<file path="config.mk">
export PLATFORM = sky130hd
export DESIGN_NAME = axi4_lite_master_flat
export DESIGN_NICKNAME = d
export VERILOG_FILES = /design/src/rtl/axi4_lite_master_pkg.sv /design/src/rtl/axi4_lite_master_if.sv /design/src/rtl/axi4_lite_master.sv /design/src/flat_wrapper.sv
export SDC_FILE = /design/constraint.sdc
export NUM_CORES = 1
export LEC_CHECK = 0
export ABC_AREA = 1
export CAP_MARGIN = 20
export CORE_MARGIN = 5
export CORE_UTILIZATION = 41
export CTS_CLUSTER_SIZE = 14
export DETAILED_ROUTE_END_ITERATION = 7
export PLACE_DENSITY = 0.83
export SETUP_SLACK_MARGIN = 0.1
export SLEW_MARGIN = 25
export SYNTH_ARGS = -nofsm -noshare
export SYNTH_HDL_FRONTEND = slang
export SYNTH_SLANG_ARGS = --single-unit
</file>
<file path="constraint.sdc">
create_clock -name ACLK -period 1.6 [get_ports ACLK]
set_input_delay 0.48 -clock ACLK [delete_from_list [all_inputs] [get_ports ACLK]]
set_output_delay 0.48 -clock ACLK [all_outputs]
set_load 0.02 [all_outputs]
</file>
<file path="src/rtl/axi4_lite_master_pkg.sv">
// Shared types for the AXI4-Lite initiator: response codes and FSM states.
package axi4_lite_pkg;

  typedef enum logic [1:0] {
    OKAY   = 2'b00,
    EXOKAY = 2'b01,
    SLVERR = 2'b10,
    DECERR = 2'b11
  } resp_t;

  typedef enum logic [2:0] {
    S_IDLE  = 3'd0,
    S_WR    = 3'd1,
    S_WRESP = 3'd2,
    S_RD_A  = 3'd3,
    S_RD_D  = 3'd4,
    S_RSP   = 3'd5
  } state_t;

  localparam logic [1:0] RESP_SLVERR = 2'b10;

endpackage

</file>
<file path="src/rtl/axi4_lite_master_if.sv">
// AXI4-Lite bus bundle between the initiator (master) and a register slave.
interface axi4_lite_master_if #(
  parameter int ADDRESS    = 32,
  parameter int DATA_WIDTH = 32
);
  logic [ADDRESS-1:0]      M_AWADDR;
  logic                    M_AWVALID;
  logic                    M_AWREADY;
  logic [DATA_WIDTH-1:0]   M_WDATA;
  logic [DATA_WIDTH/8-1:0] M_WSTRB;
  logic                    M_WVALID;
  logic                    M_WREADY;
  logic [1:0]              M_BRESP;
  logic                    M_BVALID;
  logic                    M_BREADY;
  logic [ADDRESS-1:0]      M_ARADDR;
  logic                    M_ARVALID;
  logic                    M_ARREADY;
  logic [DATA_WIDTH-1:0]   M_RDATA;
  logic [1:0]              M_RRESP;
  logic                    M_RVALID;
  logic                    M_RREADY;

  modport master (
    output M_AWADDR, M_AWVALID, M_WDATA, M_WSTRB, M_WVALID, M_BREADY,
           M_ARADDR, M_ARVALID, M_RREADY,
    input  M_AWREADY, M_WREADY, M_BRESP, M_BVALID, M_ARREADY,
           M_RDATA, M_RRESP, M_RVALID
  );

  modport slave (
    input  M_AWADDR, M_AWVALID, M_WDATA, M_WSTRB, M_WVALID, M_BREADY,
           M_ARADDR, M_ARVALID, M_RREADY,
    output M_AWREADY, M_WREADY, M_BRESP, M_BVALID, M_ARREADY,
           M_RDATA, M_RRESP, M_RVALID
  );
endinterface

</file>
<file path="src/rtl/axi4_lite_master.sv">
// Single-outstanding AXI4-Lite initiator: one command in, one AXI transaction,
// one response out. Optional response-wait timeout: AXI4L_MASTER_TIMEOUT_EN.
module axi4_lite_master
  import axi4_lite_pkg::*;
#(
  parameter int ADDRESS        = 32,
  parameter int DATA_WIDTH     = 32,
  parameter int TIMEOUT_CYCLES = 256
) (
  input  logic                    ACLK,
  input  logic                    ARESETN,
  input  logic                    cmd_valid,
  output logic                    cmd_ready,
  input  logic                    cmd_write,
  input  logic [ADDRESS-1:0]      cmd_addr,
  input  logic [DATA_WIDTH-1:0]   cmd_wdata,
  input  logic [DATA_WIDTH/8-1:0] cmd_wstrb,
  output logic                    rsp_valid,
  input  logic                    rsp_ready,
  output logic [DATA_WIDTH-1:0]   rsp_rdata,
  output logic [1:0]              rsp_resp,
  output logic                    rsp_timeout,
  axi4_lite_master_if.master      m_axi
);

  localparam int SW = DATA_WIDTH / 8;
  // Word-aligned addressing: low two address bits are always driven as zero.
  localparam logic [ADDRESS-1:0] ALIGN_MASK = ~{{(ADDRESS-2){1'b0}}, 2'b11};

  state_t                state_q, state_d;
  logic                  awvalid_q, awvalid_d;
  logic                  wvalid_q, wvalid_d;
  logic                  bready_q, bready_d;
  logic                  arvalid_q, arvalid_d;
  logic                  rready_q, rready_d;
  logic [ADDRESS-1:0]    awaddr_q, awaddr_d;
  logic [ADDRESS-1:0]    araddr_q, araddr_d;
  logic [DATA_WIDTH-1:0] wdata_q, wdata_d;
  logic [SW-1:0]         wstrb_q, wstrb_d;
  logic                  rsp_valid_q, rsp_valid_d;
  logic [DATA_WIDTH-1:0] rsp_rdata_q, rsp_rdata_d;
  logic [1:0]            rsp_resp_q, rsp_resp_d;
  logic                  aw_done, w_done;

`ifdef AXI4L_MASTER_TIMEOUT_EN
  localparam int CW = $clog2(TIMEOUT_CYCLES + 1);
  logic [CW-1:0] cnt_q, cnt_d;
  logic          rsp_timeout_q, rsp_timeout_d;
  logic          expired;
`endif

  // Next-state and registered-output computation for the transaction FSM.
  always_comb begin
    state_d     = state_q;
    awvalid_d   = awvalid_q;
    wvalid_d    = wvalid_q;
    bready_d    = bready_q;
    arvalid_d   = arvalid_q;
    rready_d    = rready_q;
    awaddr_d    = awaddr_q;
    araddr_d    = araddr_q;
    wdata_d     = wdata_q;
    wstrb_d     = wstrb_q;
    rsp_valid_d = rsp_valid_q;
    rsp_rdata_d = rsp_rdata_q;
    rsp_resp_d  = rsp_resp_q;
    aw_done     = !awvalid_q || m_axi.M_AWREADY;
    w_done      = !wvalid_q || m_axi.M_WREADY;
`ifdef AXI4L_MASTER_TIMEOUT_EN
    cnt_d         = cnt_q;
    rsp_timeout_d = rsp_timeout_q;
    expired       = (cnt_q == CW'(TIMEOUT_CYCLES - 1));
`endif
    case (state_q)
      S_IDLE: begin
        if (cmd_valid) begin
          if (cmd_write) begin
            awaddr_d  = cmd_addr & ALIGN_MASK;
            wdata_d   = cmd_wdata;
            wstrb_d   = cmd_wstrb;
            awvalid_d = 1'b1;
            wvalid_d  = 1'b1;
            state_d   = S_WR;
          end else begin
            araddr_d  = cmd_addr & ALIGN_MASK;
            arvalid_d = 1'b1;
            state_d   = S_RD_A;
          end
        end
      end
      S_WR: begin
        // AW and W complete independently; move on once both have handshaken.
        if (awvalid_q && m_axi.M_AWREADY) awvalid_d = 1'b0;
        if (wvalid_q && m_axi.M_WREADY)   wvalid_d  = 1'b0;
        if (aw_done && w_done) begin
          bready_d = 1'b1;
          state_d  = S_WRESP;
`ifdef AXI4L_MASTER_TIMEOUT_EN
          cnt_d    = '0;
`endif
        end
      end
      S_WRESP: begin
        if (m_axi.M_BVALID) begin
          bready_d    = 1'b0;
          rsp_valid_d = 1'b1;
          rsp_resp_d  = m_axi.M_BRESP;
          rsp_rdata_d = '0;
          state_d     = S_RSP;
`ifdef AXI4L_MASTER_TIMEOUT_EN
          rsp_timeout_d = 1'b0;
        end else if (expired) begin
          bready_d      = 1'b0;
          rsp_valid_d   = 1'b1;
          rsp_resp_d    = RESP_SLVERR;
          rsp_rdata_d   = '0;
          rsp_timeout_d = 1'b1;
          state_d       = S_RSP;
        end else begin
          cnt_d = cnt_q + 1'b1;
`endif
        end
      end
      S_RD_A: begin
        if (m_axi.M_ARREADY) begin
          arvalid_d = 1'b0;
          rready_d  = 1'b1;
          state_d   = S_RD_D;
`ifdef AXI4L_MASTER_TIMEOUT_EN
          cnt_d     = '0;
`endif
        end
      end
      S_RD_D: begin
        if (m_axi.M_RVALID) begin
          rready_d    = 1'b0;
          rsp_valid_d = 1'b1;
          rsp_resp_d  = m_axi.M_RRESP;
          rsp_rdata_d = m_axi.M_RDATA;
          state_d     = S_RSP;
`ifdef AXI4L_MASTER_TIMEOUT_EN
          rsp_timeout_d = 1'b0;
        end else if (expired) begin
          rready_d      = 1'b0;
          rsp_valid_d   = 1'b1;
          rsp_resp_d    = RESP_SLVERR;
          rsp_rdata_d   = '0;
          rsp_timeout_d = 1'b1;
          state_d       = S_RSP;
        end else begin
          cnt_d = cnt_q + 1'b1;
`endif
        end
      end
      S_RSP: begin
        if (rsp_ready) begin
          rsp_valid_d = 1'b0;
          state_d     = S_IDLE;
        end
      end
      default: state_d = S_IDLE;
    endcase
  end

  // State and output registers; reset drops any in-flight transaction.
  always_ff @(posedge ACLK or negedge ARESETN) begin
    if (!ARESETN) begin
      state_q     <= S_IDLE;
      awvalid_q   <= 1'b0;
      wvalid_q    <= 1'b0;
      bready_q    <= 1'b0;
      arvalid_q   <= 1'b0;
      rready_q    <= 1'b0;
      awaddr_q    <= '0;
      araddr_q    <= '0;
      wdata_q     <= '0;
      wstrb_q     <= '0;
      rsp_valid_q <= 1'b0;
      rsp_rdata_q <= '0;
      rsp_resp_q  <= '0;
    end else begin
      state_q     <= state_d;
      awvalid_q   <= awvalid_d;
      wvalid_q    <= wvalid_d;
      bready_q    <= bready_d;
      arvalid_q   <= arvalid_d;
      rready_q    <= rready_d;
      awaddr_q    <= awaddr_d;
      araddr_q    <= araddr_d;
      wdata_q     <= wdata_d;
      wstrb_q     <= wstrb_d;
      rsp_valid_q <= rsp_valid_d;
      rsp_rdata_q <= rsp_rdata_d;
      rsp_resp_q  <= rsp_resp_d;
    end
  end

`ifdef AXI4L_MASTER_TIMEOUT_EN
  // Response-wait counter and timeout flag.
  always_ff @(posedge ACLK or negedge ARESETN) begin
    if (!ARESETN) begin
      cnt_q         <= '0;
      rsp_timeout_q <= 1'b0;
    end else begin
      cnt_q         <= cnt_d;
      rsp_timeout_q <= rsp_timeout_d;
    end
  end
  assign rsp_timeout = rsp_timeout_q;
`else
  assign rsp_timeout = 1'b0;
`endif

  // cmd_ready is the only combinational output; held low while in reset.
  assign cmd_ready       = (state_q == S_IDLE) && ARESETN;
  assign rsp_valid       = rsp_valid_q;
  assign rsp_rdata       = rsp_rdata_q;
  assign rsp_resp        = rsp_resp_q;
  assign m_axi.M_AWADDR  = awaddr_q;
  assign m_axi.M_AWVALID = awvalid_q;
  assign m_axi.M_WDATA   = wdata_q;
  assign m_axi.M_WSTRB   = wstrb_q;
  assign m_axi.M_WVALID  = wvalid_q;
  assign m_axi.M_BREADY  = bready_q;
  assign m_axi.M_ARADDR  = araddr_q;
  assign m_axi.M_ARVALID = arvalid_q;
  assign m_axi.M_RREADY  = rready_q;

endmodule

</file>
<file path="src/flat_wrapper.sv">
// flat-port wrapper written by rule: the top's interface ports become plain ports
module axi4_lite_master_flat import axi4_lite_pkg::*;
#(
  parameter int ADDRESS        = 32,
  parameter int DATA_WIDTH     = 32,
  parameter int TIMEOUT_CYCLES = 256
)
  (ACLK, ARESETN, cmd_valid, cmd_ready, cmd_write, cmd_addr, cmd_wdata, cmd_wstrb, rsp_valid, rsp_ready, rsp_rdata, rsp_resp, rsp_timeout, m_axi_M_AWADDR, m_axi_M_AWVALID, m_axi_M_WDATA, m_axi_M_WSTRB, m_axi_M_WVALID, m_axi_M_BREADY, m_axi_M_ARADDR, m_axi_M_ARVALID, m_axi_M_RREADY, m_axi_M_AWREADY, m_axi_M_WREADY, m_axi_M_BRESP, m_axi_M_BVALID, m_axi_M_ARREADY, m_axi_M_RDATA, m_axi_M_RRESP, m_axi_M_RVALID);
  axi4_lite_master_if #(.ADDRESS(ADDRESS), .DATA_WIDTH(DATA_WIDTH)) m_axi_i ();
  input  logic ACLK;
  input  logic ARESETN;
  input  logic cmd_valid;
  output logic cmd_ready;
  input  logic cmd_write;
  input  logic [ADDRESS-1:0] cmd_addr;
  input  logic [DATA_WIDTH-1:0] cmd_wdata;
  input  logic [DATA_WIDTH/8-1:0] cmd_wstrb;
  output logic rsp_valid;
  input  logic rsp_ready;
  output logic [DATA_WIDTH-1:0] rsp_rdata;
  output logic [1:0] rsp_resp;
  output logic rsp_timeout;
  output wire logic [$bits(m_axi_i.M_AWADDR)-1:0] m_axi_M_AWADDR;
  output wire logic [$bits(m_axi_i.M_AWVALID)-1:0] m_axi_M_AWVALID;
  output wire logic [$bits(m_axi_i.M_WDATA)-1:0] m_axi_M_WDATA;
  output wire logic [$bits(m_axi_i.M_WSTRB)-1:0] m_axi_M_WSTRB;
  output wire logic [$bits(m_axi_i.M_WVALID)-1:0] m_axi_M_WVALID;
  output wire logic [$bits(m_axi_i.M_BREADY)-1:0] m_axi_M_BREADY;
  output wire logic [$bits(m_axi_i.M_ARADDR)-1:0] m_axi_M_ARADDR;
  output wire logic [$bits(m_axi_i.M_ARVALID)-1:0] m_axi_M_ARVALID;
  output wire logic [$bits(m_axi_i.M_RREADY)-1:0] m_axi_M_RREADY;
  input wire logic [$bits(m_axi_i.M_AWREADY)-1:0] m_axi_M_AWREADY;
  input wire logic [$bits(m_axi_i.M_WREADY)-1:0] m_axi_M_WREADY;
  input wire logic [$bits(m_axi_i.M_BRESP)-1:0] m_axi_M_BRESP;
  input wire logic [$bits(m_axi_i.M_BVALID)-1:0] m_axi_M_BVALID;
  input wire logic [$bits(m_axi_i.M_ARREADY)-1:0] m_axi_M_ARREADY;
  input wire logic [$bits(m_axi_i.M_RDATA)-1:0] m_axi_M_RDATA;
  input wire logic [$bits(m_axi_i.M_RRESP)-1:0] m_axi_M_RRESP;
  input wire logic [$bits(m_axi_i.M_RVALID)-1:0] m_axi_M_RVALID;
  assign m_axi_M_AWADDR = m_axi_i.M_AWADDR;
  assign m_axi_M_AWVALID = m_axi_i.M_AWVALID;
  assign m_axi_M_WDATA = m_axi_i.M_WDATA;
  assign m_axi_M_WSTRB = m_axi_i.M_WSTRB;
  assign m_axi_M_WVALID = m_axi_i.M_WVALID;
  assign m_axi_M_BREADY = m_axi_i.M_BREADY;
  assign m_axi_M_ARADDR = m_axi_i.M_ARADDR;
  assign m_axi_M_ARVALID = m_axi_i.M_ARVALID;
  assign m_axi_M_RREADY = m_axi_i.M_RREADY;
  assign m_axi_i.M_AWREADY = m_axi_M_AWREADY;
  assign m_axi_i.M_WREADY = m_axi_M_WREADY;
  assign m_axi_i.M_BRESP = m_axi_M_BRESP;
  assign m_axi_i.M_BVALID = m_axi_M_BVALID;
  assign m_axi_i.M_ARREADY = m_axi_M_ARREADY;
  assign m_axi_i.M_RDATA = m_axi_M_RDATA;
  assign m_axi_i.M_RRESP = m_axi_M_RRESP;
  assign m_axi_i.M_RVALID = m_axi_M_RVALID;
  axi4_lite_master #(.ADDRESS(ADDRESS), .DATA_WIDTH(DATA_WIDTH), .TIMEOUT_CYCLES(TIMEOUT_CYCLES)) u_core (.ACLK(ACLK), .ARESETN(ARESETN), .cmd_valid(cmd_valid), .cmd_ready(cmd_ready), .cmd_write(cmd_write), .cmd_addr(cmd_addr), .cmd_wdata(cmd_wdata), .cmd_wstrb(cmd_wstrb), .rsp_valid(rsp_valid), .rsp_ready(rsp_ready), .rsp_rdata(rsp_rdata), .rsp_resp(rsp_resp), .rsp_timeout(rsp_timeout), .m_axi(m_axi_i));
endmodule
</file>
==> metrics.txt, run 1 <==
number of buffers and inverters on the critical path=1; leakage=0.00486 uW; Initial DRC Count=331; global route hottest layer=met2; Internal Power=10,900 uW; CP endpoint kind=output pin; Initial Util=41.9%; share of the synthesized area in the top cell type=62.7%; Startpoint Class=flop; mean post-synth cell area=9.07 um^2; Final Critical Period=1730 ps; fmax=579 MHz; Nets=1,023; design area=0.00898 mm^2; DRT antenna net count=0; status=complete, but fails checks; vias in the first global route=5,020; vias per cell=4.78; Clock Root Buffer=clkbuf_16; worst r2r src=u_core.state_q[2]; final hold vios=0; global routing usage on met2=34.6%; RSZ-0062 raised after global routing=true; clock sinks=139; initial antenna violation count=0; ranking of synthesized cells by area=dfrtp_1 (63%), nand2_1 (16%), o21ai_0 (6.2%); Clock Tree Buf Depth=2; CTS clock-pin slew for the worst setup and hold paths=60 ps; port bufs=248; FF-to-FF setup slack=-90 ps; pins over their slew limit=0; Initial DRT Pass Iterations=4; Sequential Power Share=33.1%; Routed WL per cell=17.7 um; CTS buffer count=17; overall die height=126 um; grt total ovfl=0; TritonCTS clock tree=done; commonest non-fill, non-tap cells in the layout=nand2_1 (220), dfrtp_1 (139), buf_2 (135), clkdlybuf4s50_1 (110), inv_1 (74); commonest non-fill, non-tap cell in the layout=nand2_1; WP data required=1120 ps; die area=0.0160 mm^2; CP Max Fanout=2; Worst VDD drop=1.16 mV; max-cap violations=0; Area growth syn-to-layout=61.8%; register area share after synthesis=62.7%; CP top delay family=flip-flops; Worst Path Arrival=1250 ps; Power Dens Cells=2050 mW/mm^2; worst hold-check path type=reg2reg; share of cells above drive strength 1=29.0%; post-placement cell area=0.00834 mm^2; Rows=42; total number of vias=5,246; final worst path period share=108%; area of the mapped netlist=0.00555 mm^2; DIE WIDTH=126 um; CP peak stage delay=380 ps; CP Class=reg2out; switch share=41.0%; Gate Count Post-Synth=612; final setup violation count=54; Worst Clk Skew=4.02 ps; Sw Pwr=7530 uW; antenna diode count=0; DRC=0; area leader, netlist=dfrtp_1; GRT Util Overall=20.2%; Hold Startpoint=u_core.m_axi.M_WDATA[26]; gpl congestion=0.819; htree depth=4; dpl hpwl=11.4 mm; Worst Setup Slack, final=-126 ps; CP startpoint=u_core.state_q[2]; Ports=256; failing checks=setup timing; Critical Path Slowest Stage Cell=dfrtp_1; Synth Register Bits=139; YS warnings=0; largest net degree at the start of global routing=138; clock share of power=21.5%; Comb pwr share=45.4%; setup TNS=-1480 ps; met3 Use GR=7.48%; Skew-Pair Late Insertion Delay=410 ps; met1 GRT Util=23.0%; core area=0.0132 mm^2; Synth cell types=23; first-pass GRT wire length=25.5 mm; WL final=19.5 mm; worst-path cell chain=nor2_2, nand2_2, nor2_4, buf_6
==> power groups by stage <==
stage	Combinational, uW	Clock [uW]	Sequential (uW)
after floorplan	2300	0	8050
after global placement	8720	0	6030
after detailed placement	8880	0	6080
after CTS	7470	4020	6020
after global routing	9010	4170	6280
final	8350	3960	6090
==> worst register-to-register path, stage by stage (launching register included) <==
cell and delay (ps):
dfrtp_1 380, nor2_2 140, nand2_2 100, buf_4 150, buf_6 120, nor2_4 130, buf_12 160, inv_12 70
clkbuf_16 180, nand2_1 70, o21ai_0 80
==> sequential cells by signal (all words and copies together), names as in the netlist <==
signal / count
u_core.m_axi.M_WSTRB: 4
u_core.m_axi.M_RREADY: 1
u_core.m_axi.M_WDATA: 32
u_core.m_axi.M_AWVALID: 1
u_core.rsp_rdata: 32
u_core.m_axi.M_ARADDR: 30
u_core.m_axi.M_AWADDR: 30
u_core.rsp_valid: 1
u_core.m_axi.M_ARVALID: 1
u_core.m_axi.M_WVALID: 1
u_core.m_axi.M_BREADY: 1
u_core.rsp_resp: 2
u_core.state_q: 3
==> what timing repair did <==
action / CTS / global route
hold buffers: 1 / 0
endpoints found under the setup margin: 143 / 239
gates resized for setup: 556 / 93
cloned: 1 / 23
hold endpoints to repair: 2 / 0
pin swaps: 0 / 4
setup buffers: 0 / 7
==> final cells by class <==
type	instances	area [um^2]
clock buffer	23	498
clock inverter	9	110
timing repair inverter	1	11.3
fill	1031	4260
sequential	139	3480
multi-input combinational	367	1680
timing repair buffer	305	2680
tap	176	220
inverter	78	305
==> per-stage QoR <==
| step | std cells | power (uW) | util [%] | hold slack [ps] | worst slack, ps |
|---|---|---|---|---|---|
| after floorplan | 616 | 10400 | - | 184 | 183 |
| after global placement | 1034 | 14700 | 63.0 | 402 | -247 |
| after detailed placement | 1034 | 15000 | 63.0 | 399 | -243 |
| after CTS | 1068 | 17500 | 62.8 | 468 | -158 |
| after global routing | 1098 | 19500 | 67.8 | 486 | -201 |
| final | 1098 | 18400 | 67.8 | 465 | -126 |
==> kinds of logic (layout without fill, tap and decap cells) <==
kind of cell / count (synthesis) / count (layout) / share of synthesized area (%)
flip-flops: 139 / 139 / 62.7
buffers and inverters: 110 / 416 / 9.24
AND/OR/NAND/NOR: 262 / 262 / 19.0
other: 1 / 5 / 0.0676
AO/OA/AOI/OAI: 100 / 100 / 9.02
==> final timing paths <==
check                                      endpoint  cells past startpoint
max                                       cmd_ready                      4
min                        u_core.m_axi.M_WDATA[26]                      2
max reg2reg                u_core.m_axi.M_AWADDR[4]                     10
min reg2reg                u_core.m_axi.M_WDATA[26]                      2
max in group asynchronous  u_core.m_axi.M_WDATA[29]                      4
min in group asynchronous  u_core.m_axi.M_AWADDR[3]                      3
==> Yosys cell counts <==
cell type,instances
a21oi_1,2
and2_1,1
buf_2,13
buf_4,8
buf_6,7
clkbuf_1,3
clkbuf_2,1
conb_1,1
dfrtp_1,139
inv_1,74
inv_2,4
nand2_1,235
nand2_2,3
nand3_1,7
nand3_2,2
nand3_4,1
nand3b_2,1
nor2_1,6
nor2_2,4
nor2_4,1
nor3_1,1
o21ai_0,69
o21ai_1,29
==> per-layer routing <==
| layer | up-vias | wire, um |
|---|---|---|
| met1 | 2477 | 7290 |
| li1 | 2474 | - |
| met2 | 245 | 9760 |
| met3 | 50 | 1700 |
| met5 | - | 0 |
| met4 | 0 | 714 |
No activity file was read; power rests on OpenSTA's default activity.
==> run 2, diff against run 1 <==
CORE_MARGIN = default   (was 5)
==> run 2 against run 1 <==
Against the previous run:
- the run still ends with setup timing left
- clock-buffer cell count is 1 lower
- routed wire length is 10% lower
- non-clock buffer count is 5 lower
- via count is 1.2% lower
- critical path type unchanged
- largest cell class unchanged
==> metrics.txt, run 2 (synthesis results as in run 1) <==
worst hold-check path type=in2async; # fillers=1,068 (+3.6%); DIE WIDTH=118 um (-6.3%); total number of vias=5,183 (-1.2%); CP top delay family=flip-flops; WL final=17.5 mm (-10%); Area growth syn-to-layout=59.1%; post-placement cell area=0.00834 mm^2 (about the same); CP Max Fanout=2 (unchanged); WP data required=1120 ps (about the same); Initial DRT Pass Iterations=4 (unchanged); gpl congestion=0.829 (+1.2%); RSZ-0062 raised after global routing=true; power consumption=18,400 uW (+0.17%); TritonCTS clock tree=done; Routed WL per cell=16.0 um (-9.7%); CTS buffer count=17 (unchanged); number of buffers and inverters on the critical path=1 (unchanged); Final Critical Period=1780 ps (+48.8 ps); pins over their slew limit=0 (unchanged); final hold vios=0 (unchanged); Least-Margin Pin Slew=751 ps; Worst VDD drop=1.21 mV (+4.4%); CTS Hold Bufs=0 (-1); core area=0.0132 mm^2 (unchanged); Final Core Density=66.7% (-1.1 points); clock sinks=139 (unchanged); DRT antenna net count=0 (unchanged); initial antenna violation count=0 (unchanged); overall die height=118 um (-6.3%); CP endpoint kind=output pin; worst-path cell chain=nor2_2, nand2_2, nor2_1, buf_4; vias in the first global route=4,837 (-3.6%); Rows=42 (unchanged); share of cells above drive strength 1=27.0% (-2.0 points); status=complete, but fails checks; commonest non-fill, non-tap cells in the layout=nand2_1 (229), dfrtp_1 (139), buf_2 (133), clkdlybuf4s50_1 (110), inv_1 (74); design area=0.00883 mm^2 (-1.7%); antenna diode count=0 (unchanged); final worst path period share=111% (+3.1 points); Clock Tree Buf Depth=2 (unchanged); CP peak stage delay=380 ps (about the same); Power Dens Cells=2090 mW/mm^2 (+1.9%); final setup violation count=1 (-98%); setup TNS=-175 ps (+1300 ps); leakage=0.00480 uW (-1.3%); Initial Util=41.9% (unchanged); Initial DRC Count=388 (+17%); commonest non-fill, non-tap cell in the layout=nand2_1; grt total ovfl=0 (unchanged); Worst Clk Skew=6.83 ps (+2.81 ps); Clock Root Buffer=clkbuf_16; htree depth=4 (unchanged); vias per cell=4.75 (-0.57%); Nets=1,017 (-0.59%); Worst Setup Slack, final=-175 ps (-48.9 ps); port bufs=248 (unchanged); Ports=256 (unchanged); Max-slew headroom=49.9%; Skew-Pair Late Insertion Delay=420 ps (about the same); dpl hpwl=10.5 mm (-8.1%); failing checks=setup timing; Worst Path Arrival=1300 ps (+50 ps); die area=0.0140 mm^2 (-12%); GRT Util Overall=22.7% (+2.5 points); CP Class=reg2out; largest net degree at the start of global routing=81 (-41%); pre-CTS setup slack=-202 ps (+41.6 ps); CTS clock-pin slew for the worst setup and hold paths=60 ps (about the same); first-pass GRT wire length=24.5 mm (-3.7%); Critical Path Slowest Stage Cell=dfrtp_1; fmax=563 MHz (-2.8%); DRC=0 (unchanged); max-cap violations=0 (unchanged); Startpoint Class=flop
## run 2: timing repair
item / 4_1_cts / 5_1_grt
hold endpoints to repair: 0 / 0
cloned: 1 / 15
buffers inserted: 0 / 8
pin swaps: 0 / 3
endpoints found under the setup margin: 139 / 133
gates resized for setup: 551 / 64
## run 2: metrics by stage
step | hold WS [ps] | cells
4_1_cts | 329 | 1069
6_report | 288 | 1091
3_5_place_dp | 458 | 1037
2_1_floorplan | 184 | 616
3_3_place_gp | 453 | 1037
5_1_grt | 342 | 1091
## run 2: cell type report
| cell class | instances | area (um^2) | share of cell area (%) |
|---|---|---|---|
| Clock buffer | 22 | 494 | 5.60 |
| Clock inverter | 9 | 158 | 1.79 |
| Inverter | 78 | 300 | 3.40 |
| Multi-Input combinational cell | 367 | 1630 | 18.5 |
| Sequential cell | 139 | 3480 | 39.4 |
| Tap cell | 176 | 220 | 2.49 |
| Timing Repair Buffer | 300 | 2550 | 28.9 |
## run 2: worst min-delay path, cell delays in order
cell and delay, ps:
buf_6 80, buf_4 110, buf_6 530
## run 2: path summary, 6_finish.rpt
check / depth (start not counted) / startpoint / slack (ps) / to
worst min-delay path: 3 / ARESETN / 290 / u_core.m_axi.M_WDATA[12]
max in group asynchronous: 3 / ARESETN / 770 / u_core.m_axi.M_ARVALID
worst min register to register: 2 / u_core.m_axi.M_WDATA[3] / 460 / u_core.m_axi.M_WDATA[3]
worst max-delay path: 4 / u_core.state_q[1] / -180 / cmd_ready
worst max register to register: 8 / u_core.state_q[1] / 40 / u_core.m_axi.M_ARADDR[29]
min in group ACLK: 2 / u_core.m_axi.M_WDATA[3] / 460 / u_core.m_axi.M_WDATA[3]
## run 2: report_power, final
group	internal (uW)	switching [uW]	leakage [uW]
combinational	3100	5000	0.00272
clock	2820	1480	0.000315
sequential	5160	869	0.00176
## run 2: metal layers
metal / up-vias / GRT usage [%] / wire, um
met5: - / 0 / 0
li1: 2446 / - / -
met3: 51 / 7.82 / 1470
met4: 0 / 10.7 / 646
met1: 2414 / 26.9 / 6720
met2: 272 / 37.1 / 8620
==> run 3, diff against run 2 <==
CORE_MARGIN = 2   (was default)
==> run 3 against run 2 <==
Against the previous run:
- the run still ends with setup timing left
- routed wire length shrank 0.23%
- total power grew 0.43%
- cell count shrank 0.64%
- largest cell class unchanged
- clock-buffer cell count grew 1
- global-route usage shrank 1.7 points
- critical path depth is the same
- register-to-register slack is essentially flat
- combinational power grew 7.9%
==> metrics.txt, run 3 (synthesis results as in run 1) <==
total number of vias=5,170 (-0.25%); Power Dens Cells=2090 mW/mm^2 (+0.33%); Nets=1,010 (-0.69%); CP peak stage delay=400 ps (+20 ps); gpl congestion=0.786 (-5.1%); pre-CTS setup slack=-216 ps (-14.6 ps); DRT antenna net count=0 (unchanged); max-cap violations=0 (unchanged); DIE WIDTH=120 um (+1.7%); largest net degree at the start of global routing=72 (-11%); die area=0.0145 mm^2 (+3.4%); Worst Path Arrival=1250 ps (-50 ps); setup TNS=-126 ps (+49.4 ps); Final Core Density=66.7% (about the same); share of cells above drive strength 1=30.3% (+3.3 points); leakage=0.00479 uW (-0.16%); Worst Setup Slack, final=-126 ps (+49.4 ps); Clock Tree Buf Depth=2 (unchanged); Initial DRC Count=309 (-20%); CP Class=reg2out; worst hold-check path type=in2async; status=complete, but fails checks; Top cell by count, worst path=nor2_2; GRT Util Overall=21.0% (-1.7 points); vias in the first global route=4,759 (-1.6%); RSZ-0062 raised after global routing=true; clock sinks=139 (unchanged); final hold vios=0 (unchanged); Final Critical Period=1730 ps (-49.4 ps); Routed WL per cell=16.1 um (+0.42%); number of buffers and inverters on the critical path=1 (unchanged); commonest non-fill, non-tap cell in the layout=nand2_1; Rows=42 (unchanged); TritonCTS clock tree=done; htree depth=4 (unchanged); commonest non-fill, non-tap cells in the layout=nand2_1 (205), dfrtp_1 (139), buf_2 (129), clkdlybuf4s50_1 (110), inv_1 (74); pins over their slew limit=0 (unchanged); antenna diode count=0 (unchanged); fmax=579 MHz (+2.9%); DRC=0 (unchanged); WL final=17.4 mm (-0.23%); Area growth syn-to-layout=59.2% (about the same); final hold slack=82.2 ps (-206 ps); WP data required=1120 ps (about the same); Ports=256 (unchanged); final worst path period share=108% (-3.1 points); Worst VDD drop=1.14 mV (-5.8%); failing checks=setup timing; CTS buffer count=17 (unchanged); final setup violation count=1 (unchanged); CTS clock-pin slew for the worst setup and hold paths=60 ps (about the same); grt total ovfl=0 (unchanged); CP endpoint kind=output pin; dpl hpwl=10.7 mm (+2.0%); initial antenna violation count=0 (unchanged); CP Max Fanout=2 (unchanged); CP top delay family=flip-flops; Clock Root Buffer=clkbuf_16; first-pass GRT wire length=23.9 mm (-2.6%); Skew-Pair Late Insertion Delay=410 ps (about the same); Critical Path Slowest Stage Cell=dfrtp_1; vias per cell=4.77 (+0.39%); Initial DRT Pass Iterations=5 (+1); port bufs=248 (unchanged); Initial Util=41.9% (unchanged); overall die height=120 um (+1.7%); Startpoint Class=flop; core area=0.0132 mm^2 (unchanged); Worst Clk Skew=9.45 ps (+2.62 ps); CTS Hold Bufs=0 (unchanged); worst-path cell chain=nor2_2, nand2_2, nor2_2, buf_6
run 3: area by class of cell:
type                       count  area, um^2
sequential                   139        3480
tap                          176         220
clock buffer                  23         468
multi-input combinational    368        1860
clock inverter                 8        70.1
fill                        1043        4400
inverter                      78         298
timing repair buffer         292        2450
run 3: worst paths after layout:
path | start | endpoint | slack, ps | cells after the start
worst max-delay path | u_core.state_q[1] | cmd_ready | -130 | 4
worst min-delay path | ARESETN | u_core.m_axi.M_WDATA[8] | 80 | 2
worst max register to register | u_core.state_q[2] | u_core.rsp_rdata[8] | 40 | 9
worst min register to register | u_core.m_axi.M_WSTRB[1] | u_core.m_axi.M_WSTRB[1] | 470 | 2
max in group asynchronous | ARESETN | u_core.m_axi.M_WDATA[6] | 680 | 3
min in group ACLK | u_core.m_axi.M_WSTRB[1] | u_core.m_axi.M_WSTRB[1] | 470 | 2
run 3: repair_timing:
action	in CTS	in global routing
endpoints found under the setup margin	138	101
pin swaps	2	8
gates resized for setup	553	132
cloned	0	14
hold endpoints to repair	0	0
buffers inserted	1	7
run 3: metal layers:
metal  vias up  track usage, %  share of wire [%]
met1      2501            25.2                 39
met2       208            35.8                 51
met4         0            5.52                1.1
met5         -               0                  0
met3        14            7.78                8.4
li1       2447               -                  -
run 3: through the flow:
stage	power (uW)	instances	cell area, um^2
after floorplan	10400	616	5570
after global routing	19600	1084	8840
after global placement	14600	1031	8280
final	18500	1084	8840
after detailed placement	14800	1031	8280
after CTS	17000	1063	8160
run 3: worst reg2reg max path, cell delays in order (launching register included):
cell and delay (ps):
dfrtp_1 400, buf_6 140, buf_12 130, nor2_4 120, nand2_2 90, nand2_4 90
nand3_4 150, clkbuf_16 220, nand2_2 60, o21ai_1 50
run 3: power breakdown:
group,total (uW),switching (uW),internal (uW)
clock network,3600,1400,2200
logic,8740,5320,3420
registers,6160,989,5170
total,18500,7710,10800
